**src/rtl/bin2bcd_seq_pkg.sv**
```systemverilog
// Shared definitions for the sequential binary-to-BCD converter.
package bin2bcd_seq_pkg;

  typedef enum logic [1:0] {
    S_IDLE  = 2'd0,
    S_SHIFT = 2'd1,
    S_DONE  = 2'd2
  } state_t;

  localparam int unsigned NUM_DIGITS    = 5;
  localparam int unsigned SCRATCH_W     = 4 * NUM_DIGITS;
  localparam logic [3:0]  ADJ_THRESHOLD = 4'd5;
  localparam logic [3:0]  ADJ_ADD       = 4'd3;

endpackage

```
**src/rtl/bin2bcd_seq_if.sv**
```systemverilog
// Request/result bundle of the converter; master drives requests, slave returns digits.
interface bin2bcd_seq_if #(
  parameter int WIDTH = 14
);
  logic             start;
  logic [WIDTH-1:0] bin;
  logic             busy;
  logic             done;
  logic [3:0]       BCD_0;
  logic [3:0]       BCD_1;
  logic [3:0]       BCD_2;
  logic [3:0]       BCD_3;
  logic [3:0]       BCD_4;

  modport master (
    output start, bin,
    input  busy, done, BCD_0, BCD_1, BCD_2, BCD_3, BCD_4
  );

  modport slave (
    input  start, bin,
    output busy, done, BCD_0, BCD_1, BCD_2, BCD_3, BCD_4
  );
endinterface

```
**src/rtl/bin2bcd_seq_bcd_digit_adj.sv**
```systemverilog
// Double-dabble digit correction: add 3 to a BCD digit of 5 or more before the shift.
module bcd_digit_adj
  import bin2bcd_seq_pkg::*;
(
  input  logic [3:0] digit_i,
  output logic [3:0] digit_o
);

  always_comb begin
    digit_o = (digit_i >= ADJ_THRESHOLD) ? digit_i + ADJ_ADD : digit_i;
  end

endmodule

```
**src/rtl/bin2bcd_seq.sv**
```systemverilog
// Sequential double-dabble converter: one bit per cycle, WIDTH+1 cycles per conversion.
module bin2bcd_seq
  import bin2bcd_seq_pkg::*;
#(
  parameter int WIDTH = 14
) (
  input  logic               clk,
  input  logic               rst_n,
  bin2bcd_seq_if.slave       conv
);

  localparam int CNT_W = $clog2(WIDTH + 1);
  localparam logic [CNT_W-1:0] LAST_CNT = CNT_W'(WIDTH - 1);

  state_t                 state_q;
  logic [WIDTH-1:0]       sr_q, sr_d;
  logic [SCRATCH_W-1:0]   scr_q, scr_d, adj_w, out_q;
  logic [CNT_W-1:0]       cnt_q, cnt_d;
  logic                   busy_q, done_q;

  for (genvar g = 0; g < NUM_DIGITS; g++) begin : g_adj
    bcd_digit_adj u_adj (
      .digit_i (scr_q[4*g +: 4]),
      .digit_o (adj_w[4*g +: 4])
    );
  end

  // {scratch, shift register} shifted left as one word after digit correction
  always_comb begin
    scr_d = {adj_w[SCRATCH_W-2:0], sr_q[WIDTH-1]};
    sr_d  = sr_q << 1;
    cnt_d = cnt_q + CNT_W'(1);
  end

  always_ff @(posedge clk or negedge rst_n) begin
    if (!rst_n) begin
      state_q <= S_IDLE;
      sr_q    <= '0;
      scr_q   <= '0;
      out_q   <= '0;
      cnt_q   <= '0;
      busy_q  <= 1'b0;
      done_q  <= 1'b0;
    end else begin
      done_q <= 1'b0;
      case (state_q)
        S_IDLE: begin
          if (conv.start) begin
            sr_q    <= conv.bin;
            scr_q   <= '0;
            cnt_q   <= '0;
            busy_q  <= 1'b1;
            state_q <= S_SHIFT;
          end
        end
        S_SHIFT: begin
          scr_q <= scr_d;
          sr_q  <= sr_d;
          cnt_q <= cnt_d;
          if (cnt_q == LAST_CNT) state_q <= S_DONE;
        end
        S_DONE: begin
          out_q   <= scr_q;
          done_q  <= 1'b1;
          busy_q  <= 1'b0;
          state_q <= S_IDLE;
        end
        default: begin
          busy_q  <= 1'b0;
          state_q <= S_IDLE;
        end
      endcase
    end
  end

  assign conv.busy  = busy_q;
  assign conv.done  = done_q;
  assign conv.BCD_0 = out_q[3:0];
  assign conv.BCD_1 = out_q[7:4];
  assign conv.BCD_2 = out_q[11:8];
  assign conv.BCD_3 = out_q[15:12];
  assign conv.BCD_4 = out_q[19:16];

endmodule

```
**src/flat_wrapper.sv**
```systemverilog
// flat-port wrapper written by rule: the top's interface ports become plain ports
module bin2bcd_seq_flat import bin2bcd_seq_pkg::*;
#(
  parameter int WIDTH = 14
)
  (clk, rst_n, conv_start, conv_bin, conv_busy, conv_done, conv_BCD_0, conv_BCD_1, conv_BCD_2, conv_BCD_3, conv_BCD_4);
  bin2bcd_seq_if #(.WIDTH(WIDTH)) conv_i ();
  input  logic clk;
  input  logic rst_n;
  input wire logic [$bits(conv_i.start)-1:0] conv_start;
  input wire logic [$bits(conv_i.bin)-1:0] conv_bin;
  output wire logic [$bits(conv_i.busy)-1:0] conv_busy;
  output wire logic [$bits(conv_i.done)-1:0] conv_done;
  output wire logic [$bits(conv_i.BCD_0)-1:0] conv_BCD_0;
  output wire logic [$bits(conv_i.BCD_1)-1:0] conv_BCD_1;
  output wire logic [$bits(conv_i.BCD_2)-1:0] conv_BCD_2;
  output wire logic [$bits(conv_i.BCD_3)-1:0] conv_BCD_3;
  output wire logic [$bits(conv_i.BCD_4)-1:0] conv_BCD_4;
  assign conv_i.start = conv_start;
  assign conv_i.bin = conv_bin;
  assign conv_busy = conv_i.busy;
  assign conv_done = conv_i.done;
  assign conv_BCD_0 = conv_i.BCD_0;
  assign conv_BCD_1 = conv_i.BCD_1;
  assign conv_BCD_2 = conv_i.BCD_2;
  assign conv_BCD_3 = conv_i.BCD_3;
  assign conv_BCD_4 = conv_i.BCD_4;
  bin2bcd_seq #(.WIDTH(WIDTH)) u_core (.clk(clk), .rst_n(rst_n), .conv(conv_i));
endmodule
```
**config.mk**
```make
export PLATFORM = sky130hd
export DESIGN_NAME = bin2bcd_seq_flat
export DESIGN_NICKNAME = d
export VERILOG_FILES = /design/src/rtl/bin2bcd_seq_pkg.sv /design/src/rtl/bin2bcd_seq_if.sv /design/src/rtl/bin2bcd_seq_bcd_digit_adj.sv /design/src/rtl/bin2bcd_seq.sv /design/src/flat_wrapper.sv
export SDC_FILE = /design/constraint.sdc
export NUM_CORES = 1
export LEC_CHECK = 0
export BUFFER_PORTS_ARGS = -buffer_cell sky130_fd_sc_hd__buf_2
export CAP_MARGIN = 10
export CORE_UTILIZATION = 57
export DETAILED_ROUTE_END_ITERATION = 8
export GPL_ROUTABILITY_DRIVEN = 0
export HOLD_SLACK_MARGIN = 0.02
export PLACE_DENSITY = 0.88
export SETUP_SLACK_MARGIN = 0.3
export SYNTH_ARGS = -nofsm -noshare
export SYNTH_HDL_FRONTEND = slang
export SYNTH_HIERARCHICAL = 1
export SYNTH_SLANG_ARGS = --single-unit
```
**constraint.sdc**
```tcl
create_clock -name clk -period 1.63 [get_ports clk]
set_input_delay 0.163 -clock clk [delete_from_list [all_inputs] [get_ports clk]]
set_output_delay 0.163 -clock clk [all_outputs]
set_load 0.005 [all_outputs]
```
==> results of run 1 <==
flip-flops by register name, indices dropped and copies added (netlist names):
| register | count |
|---|---|
| u_core/cnt_q | 4 |
| u_core/conv.busy | 1 |
| u_core/conv.done | 1 |
| u_core/out_q | 20 |
| u_core/scr_q | 20 |
| u_core/sr_q | 14 |
| u_core/state_q | 2 |
worst min path at each step:
| stage | to | slack [ns] | cells past startpoint |
|---|---|---|---|
| detailed placement | u_core/out_q[12] | 0.20 | 2 |
| global route | u_core/sr_q[13] | 0.15 | 3 |
| finish | u_core/sr_q[13] | 0.15 | 3 |
| CTS | u_core/sr_q[13] | 0.14 | 3 |
| global placement | u_core/out_q[12] | 0.20 | 2 |
| floorplan | u_core/cnt_q[0] | -0.13 | 0 |
metal layers:
layer	wire length [µm]	global-route usage, %	part of all wire [%]
met1	2990	31.0	41
met2	3720	44.3	51
met3	372	6.78	5.1
met4	198	14.1	2.7
met5	0	0	0
worst max-delay path: cells and delay by family (launching register included):
kind	cells	cell delay, ns
AO/OA/AOI/OAI	2	0.33
adder cells (fa/ha/maj)	1	0.17
buffers and inverters	1	0.08
AND/OR/NAND/NOR	1	0.14
flip-flops	1	0.39
multiplexers	1	0.25
through the flow:
stage | setup WS (ns) | instances | total power (W) | hold slack (ns) | area, µm²
2_1_floorplan | 0.305 | 272 | 0.00470 | -0.133 | 2970
3_3_place_gp | 0.223 | 370 | 0.00530 | 0.196 | 3280
3_5_place_dp | 0.175 | 370 | 0.00549 | 0.199 | 3280
4_1_cts | 0.249 | 401 | 0.00788 | 0.144 | 3810
5_1_grt | 0.132 | 407 | 0.00890 | 0.151 | 3920
6_report | 0.205 | 407 | 0.00845 | 0.150 | 3920
power by group:
group	switching, W	internal, W	total [W]
clock	0.000615	0.00105	0.00167
sequential	0.000629	0.00215	0.00278
combinational	0.00187	0.00212	0.00399
total	0.00311	0.00533	0.00845
placed cells by master, fill, tap and decap left out, types with 3 or more instances in the layout:
cell type / instances
a22o_1: 21
buf_4: 22
clkbuf_8: 10
o21ai_0: 7
nand2b_1: 6
inv_2: 10
buf_12: 4
nand2b_4: 5
mux2i_1: 5
ha_4: 8
a21oi_1: 11
and3b_1: 12
xnor2_2: 3
nand2_1: 36
buf_2: 38
mux2_2: 20
a21oi_4: 5
dfrtp_1: 56
bufinv_16: 3
nor2_1: 8
o21ai_1: 17
dfrtp_2: 6
repair_timing:
action                                  in CTS  in global routing
endpoints found under the setup margin      30                 35
resized for setup                           41                 18
pin swaps                                   10                 14
hold buffers                                 1                  0
buffers inserted                            14                  6
endpoints found under the hold margin       62                  0
final cells by class:
| cell class | count | area, µm² |
|---|---|---|
| timing repair buffer | 66 | 457 |
| inverter | 12 | 45.0 |
| sequential | 62 | 1560 |
| clock buffer | 10 | 138 |
| clock inverter | 6 | 109 |
| multi-input combinational | 184 | 1530 |
| tap | 67 | 83.8 |
| fill | 277 | 956 |
==> flow_summary.toml, run 1 <==
[clock_tree]
cts.root.buffer_cell = "clkbuf_8"
cts_buffer_depth = 2
clock_latency_ns = 0.34
numCtsBuffers = 9
cts_tree = "yes"
cts_htree_levels = 3
clock-sinks = 62
clkSlewWorstSetupHoldPaths_ns = 0.07

[worst_setup_path]
crit_path_top_delay_cell = "dfrtp_1"
rrSetupSlack_ns = 0.21
timing.critical_path.cells = "inv_2, ha_2, nand2b_4, a21oi_4, mux2i_2, a22o_1"
rr_endpoint = "u_core/scr_q[18]"
crit_path_end = "u_core/scr_q[18]"
start_kind = "flip-flop"
crit_required_ns = 1.91
startpoint = "u_core/scr_q[17]"
cp.arrival_ns = 1.71
critical_path.max_stage_delay_ns = 0.39
critPathMaxFanout = 3
crit_path_end_kind = "flip-flop"
rr_worst_depth = 6
critPathKind = "reg2reg"
r2r_start = "u_core/scr_q[17]"

[synthesis]
synth.net_count = 301
syn_avg_cell_area_um2 = 10.9
syn_area_um2 = 2970
yosys_warnings = 6
netlist_instances = 272

[finish]
final_util_pct = 80.4
syn_to_final_growth_pct = 32.1
layout.nets = 364
drive_gt1_share_pct = 42.4
diodes = 0

[sta]
rsz0062_at_grt = "true"
max_freq_mhz = 702
finalHoldViolCount = 0
tns_ns = 0
slew_headroom_pct = 75.7
fin_crit_ns = 1.42
setup_viol_count_final = 0
skew_ns = 0.00903
tightest_slew_ns = 0.364
maxSlewViolCount = 0
fin_crit_sh_pct = 87.4

[floorplanning]
start_util_pct = 60.9
die_h_um = 74.2
io_pins = 39
die_w_um = 74.2
dieArea_um2 = 5500
core_area_um2 = 4880
row_count = 25

[route]
routedWlPerCell_um = 17.9
vias = 2362
drt_wl_total_mm = 7.28
dr.pass1.iters = 4
vias_per_cell = 5.80
ant_nets = 0
drt_iter0_drc = 150
drc = 0

[grt]
grt_pass1_wl_mm = 10.3
grt_max_degree = 63
antenna_found_initial = 0
grt_pass1_vias = 2240
grt.total_usage_pct = 26.3
gr-total-overflow = 0

[placed_design]
port_buffers = 38
hpwlAfterDp_mm = 3.70

[run_status]
status = "finished clean"

[power_and_ir_drop]
p_leak_nw = 1.95
power_density_nw_per_um2 = 2150
ir_drop_uv = 903

[hold_path]
hold_path.class = "in2reg"
hp-start = "conv_bin[13]"

[flow_run]
drv_cap = 0
Power figures use the tool's default switching activity.
==> run 2: changes to the inputs <==
- CORE_UTILIZATION: 57 -> 34
- PLACE_DENSITY: 0.88 -> 0.61
==> flow_summary.toml, run 2 (synthesis results as in run 1) <==
[floorplanning]
start_util_pct = 35.6
die_h_um = 95.5
die_w_um = 95.5
row_count = 33
core_area_um2 = 8340
io_pins = 39
dieArea_um2 = 9110

[sta]
fin_crit_ns = 1.38
whs_ns = 0.163
worst_slack_ns = 0.250
max_freq_mhz = 725
skew_ns = 0.00546
setup_viol_count_final = 0
tightest_slew_ns = 0.336
finalHoldViolCount = 0
tns_ns = 0
slew_headroom_pct = 77.6
maxSlewViolCount = 0
rsz0062_at_grt = "true"
fin_crit_sh_pct = 84.6

[route]
drt_iter0_drc = 56
vias_per_cell = 4.91
drt_wl_total_mm = 6.01
met3_wirelength_um = 206
ant_nets = 0
drc = 0
top_layer_used = "met4"
wl_met2_mm = 2.85
dr.pass1.iters = 4
drt-met1-wl_mm = 2.87
vias = 2154
routedWlPerCell_um = 13.7

[finish]
drive_gt1_share_pct = 38.9
syn_to_final_growth_pct = 28.6
layout.nets = 358
reg.largest.list = "u_core/out_q (20), u_core/scr_q (20), u_core/sr_q (14)"
final_area_um2 = 3820
diodes = 0
layout_common_cells = "56 x dfrtp_1, 38 x buf_2, 36 x nand2_1"
final_common_cell = "dfrtp_1"

[worst_setup_path]
rr_endpoint = "u_core/scr_q[10]"
worst-path-stages = 6
crit_path_top_delay_cell = "dfrtp_2"
critical_path.max_stage_delay_ns = 0.44
worst-path-buf-inv = 1
cp_top_family = "flip-flops"
crit_path_end_kind = "flip-flop"
rr_worst_depth = 6
crit_path_end = "u_core/scr_q[10]"
cp.arrival_ns = 1.65
r2r_start = "u_core/scr_q[8]"
timing.critical_path.cells = "inv_1, ha_4, nand2b_4, a21oi_4, mux2i_1, a22o_1"
critPathKind = "reg2reg"
rrSetupSlack_ns = 0.25
startpoint = "u_core/scr_q[8]"
start_kind = "flip-flop"
crit_required_ns = 1.90
critPathMaxFanout = 3

[clock_tree]
cts_buffer_depth = 2
clock-sinks = 62
numCtsBuffers = 9
clock_latency_ns = 0.34
cts_tree = "yes"
clkSlewWorstSetupHoldPaths_ns = 0.07
cts.root.buffer_cell = "clkbuf_8"
cts_htree_levels = 3

[grt]
grt_max_degree = 63
grt_pass1_wl_mm = 9.98
antenna_found_initial = 0
grt_pass1_vias = 2098
grt.total_usage_pct = 14.3
gr-total-overflow = 0

[power_and_ir_drop]
p_leak_nw = 1.87
ir_drop_uv = 636
power_density_nw_per_um2 = 1960

[placed_design]
hpwlAfterDp_mm = 3.66
dpl_cell_area_um2 = 3330
pre_cts_slack_ns = 0.206
port_buffers = 38

[hold_path]
hold_path.class = "in2reg"

[run_status]
status = "finished clean"

[flow_run]
drv_cap = 0
run 2: cell types whose count changed in the layout (fill, tap and decap cells not counted), moves of 2 or more:
cell,change
o21ai_0,+4
xnor2_1,+3
buf_4,-4
buf_12,-2
xnor2_2,-3
bufinv_16,-2
clkbuf_1,+2
clkinv_2,+2
o21ai_1,-4
run 2: layout make-up:
class,count,area [µm²]
inverter,12,45.0
clock buffer,11,131
sequential,62,1560
clock inverter,5,50.0
tap,105,131
fill,806,4520
timing repair buffer,60,390
multi-input combinational,184,1510
run 2: through the flow:
stage	instances	util [%]	total power [W]
finish	439	45.8	0.00749
CTS	434	44.8	0.00734
global placement	410	39.9	0.00535
global route	439	45.8	0.00808
floorplan	272	-	0.00470
detailed placement	410	39.9	0.00546
run 2: worst min-delay path by stage:
stage	to	startpoint	slack [ns]	cells after the start
after global routing	u_core/sr_q[13]	conv_bin[13]	0.18	3
final	u_core/sr_q[13]	conv_bin[13]	0.16	3
after global placement	u_core/conv.done	rst_n	0.20	2
after floorplan	u_core/cnt_q[0]	rst_n	-0.13	0
after CTS	u_core/sr_q[13]	conv_bin[13]	0.15	3
after detailed placement	u_core/conv.done	rst_n	0.20	2
run 2: metal layers:
layer | vias up | GRT usage, %
li1 | 1063 | -
met1 | 1043 | 18.4
met2 | 40 | 22.7
met3 | 8 | 4.07
met4 | 0 | 5.97
met5 | - | 0
run 2: timing repair:
action                                 CTS  global route
pin swaps                               11            11
hold buffers                             1             0
setup buffers                            7             5
setup endpoints to repair               27            34
gates cloned                             0             0
gates resized for setup                 39             9
endpoints found under the hold margin   62             0
run 2: worst min-delay path, delay by kind of cell:
family / cells / cell delay, ns
buffers and inverters: 1 / 0.08
AO/OA/AOI/OAI: 2 / 0.21
run 2: report_power, final:
| part | total [W] | leakage, nW | internal [W] | switching (W) |
|---|---|---|---|---|
| sequential | 0.00275 | 0.803 | 0.00216 | 0.000595 |
| combinational | 0.00346 | 0.971 | 0.00189 | 0.00157 |
| clock | 0.00128 | 0.0968 | 0.000696 | 0.000582 |
| total | 0.00749 | 1.87 | 0.00474 | 0.00274 |
==> run 3: changes to the inputs <==
- PLACE_DENSITY: 0.61 -> 0.63
- clock period: 1.63 -> 1.2 ns (I/O delays scaled with it)
==> flow_summary.toml, run 3 (synthesis results as in run 1) <==
[run_status]
status = "finished, violations left"
violations = "setup timing"

[sta]
max_freq_mhz = 735
worst_slack_ns = -0.161
slew_headroom_pct = 71.7
fin_crit_ns = 1.36
tightest_slew_ns = 0.424
setup_viol_count_final = 54
whs_ns = 0.0714
fin_crit_sh_pct = 113
maxSlewViolCount = 0
rsz0062_at_grt = "true"
finalHoldViolCount = 0
tns_ns = -3.88
skew_ns = 0.00994

[power_and_ir_drop]
p_leak_nw = 2.28
ir_drop_uv = 1050
power_density_nw_per_um2 = 2770
p_total_w = 0.0127

[route]
vias = 2393
drt_wl_total_mm = 7.17
ant_nets = 0
drc = 0
vias_per_cell = 4.94
routedWlPerCell_um = 14.8
dr.pass1.iters = 4
drt_iter0_drc = 66

[grt]
gr-total-overflow = 0
grt_pass1_wl_mm = 11.7
grt_max_degree = 34
antenna_found_initial = 0
grt.total_usage_pct = 17.0
grt_pass1_vias = 2409

[finish]
reg.largest.list = "u_core/out_q (20), u_core/scr_q (20), u_core/sr_q (14)"
n_fill_cell = 715
final_util_pct = 54.8
syn_to_final_growth_pct = 53.9
final_common_cell = "dfrtp_1"
layout_common_cells = "59 x dfrtp_1, 43 x buf_4, 38 x buf_2"
final_area_um2 = 4570
diodes = 0
drive_gt1_share_pct = 54.4
layout.nets = 403

[placed_design]
port_buffers = 38
hpwlAfterDp_mm = 4.21
dpl_cell_area_um2 = 3610

[floorplanning]
core_area_um2 = 8340
die_w_um = 95.5
dieArea_um2 = 9110
row_count = 33
start_util_pct = 35.6
io_pins = 39
die_h_um = 95.5

[worst_setup_path]
critPathMaxFanout = 3
timing.critical_path.cells = "ha_2, nand2b_4, a21oi_4, mux2i_1, a22o_1"
crit_required_ns = 1.48
cp.arrival_ns = 1.64
cp_top_family = "flip-flops"
start_kind = "flip-flop"
critical_path.max_stage_delay_ns = 0.43
crit_path_top_delay_cell = "dfrtp_1"
critPathKind = "reg2reg"
worst-path-buf-inv = 0
crit_path_end_kind = "flip-flop"

[clock_tree]
cts_tree = "yes"
clock-sinks = 62
clock_latency_ns = 0.34
cts_htree_levels = 3
clkSlewWorstSetupHoldPaths_ns = 0.08
numCtsBuffers = 9
cts_buffer_depth = 2
cts.root.buffer_cell = "clkbuf_8"

[flow_run]
drv_cap = 0

[hold_path]
hold_path.class = "in2reg"
## run 3: per-layer routing
layer  vias to the layer above  part of all wire [%]  track usage, %
li1                       1154                     -               -
met1                      1178                    46            21.2
met2                        54                    50            28.5
met3                         7                   3.3            4.39
met4                         0                   1.0            5.72
met5                         -                     0               0
## run 3: report_power, final
part           internal (W)  leakage (nW)  total, W  switching (W)
logic               0.00392          1.34   0.00662        0.00270
clock network       0.00143         0.126   0.00226       0.000832
registers           0.00292         0.807   0.00378       0.000856
## run 3: through the flow
stage          instances  worst slack (ns)
3_3_place_gp         426            -0.110
5_1_grt              484            -0.204
2_1_floorplan        272           -0.0740
3_5_place_dp         426            -0.184
4_1_cts              480            -0.157
6_report             484            -0.161
## run 3: timing repair
action	4_1_cts	5_1_grt
resized for setup	56	30
endpoints found under the hold margin	62	0
setup endpoints to repair	84	84
cloned	5	0
hold buffers	1	0
buffers inserted	32	4
pin swaps	4	4
## run 3: path summary, 6_finish.rpt
path                            depth (start not counted)               end  slack [ns]       startpoint
worst max-delay path                                    5   u_core/scr_q[6]       -0.16  u_core/scr_q[4]
worst min-delay path                                    3   u_core/sr_q[13]        0.07     conv_bin[13]
worst max register to register                          5   u_core/scr_q[6]       -0.16  u_core/scr_q[4]
worst min register to register                          1   u_core/out_q[2]        0.50  u_core/out_q[2]
max in group asynchronous                               3  u_core/scr_q[16]        0.53            rst_n
min in group asynchronous                               3  u_core/conv.done        0.33            rst_n
## run 3: final cells by class
cell class / count / area [µm²] / share of cell area (%)
clock inverters: 6 / 109 / 2.38
repair buffers: 104 / 885 / 19.3
clock buffers: 10 / 138 / 3.01
flip-flops and latches: 62 / 1560 / 34.0
well taps: 105 / 131 / 2.87
inverters: 12 / 45.0 / 0.985
multi-input cells: 185 / 1710 / 37.4
## run 3: worst reg2reg max path: cells and delay by family, from the launching register on
family | cells | cell delay (ns)
flip-flops | 1 | 0.43
AO/OA/AOI/OAI | 2 | 0.30
multiplexers | 1 | 0.21
adder cells (fa/ha/maj) | 1 | 0.20
AND/OR/NAND/NOR | 1 | 0.15
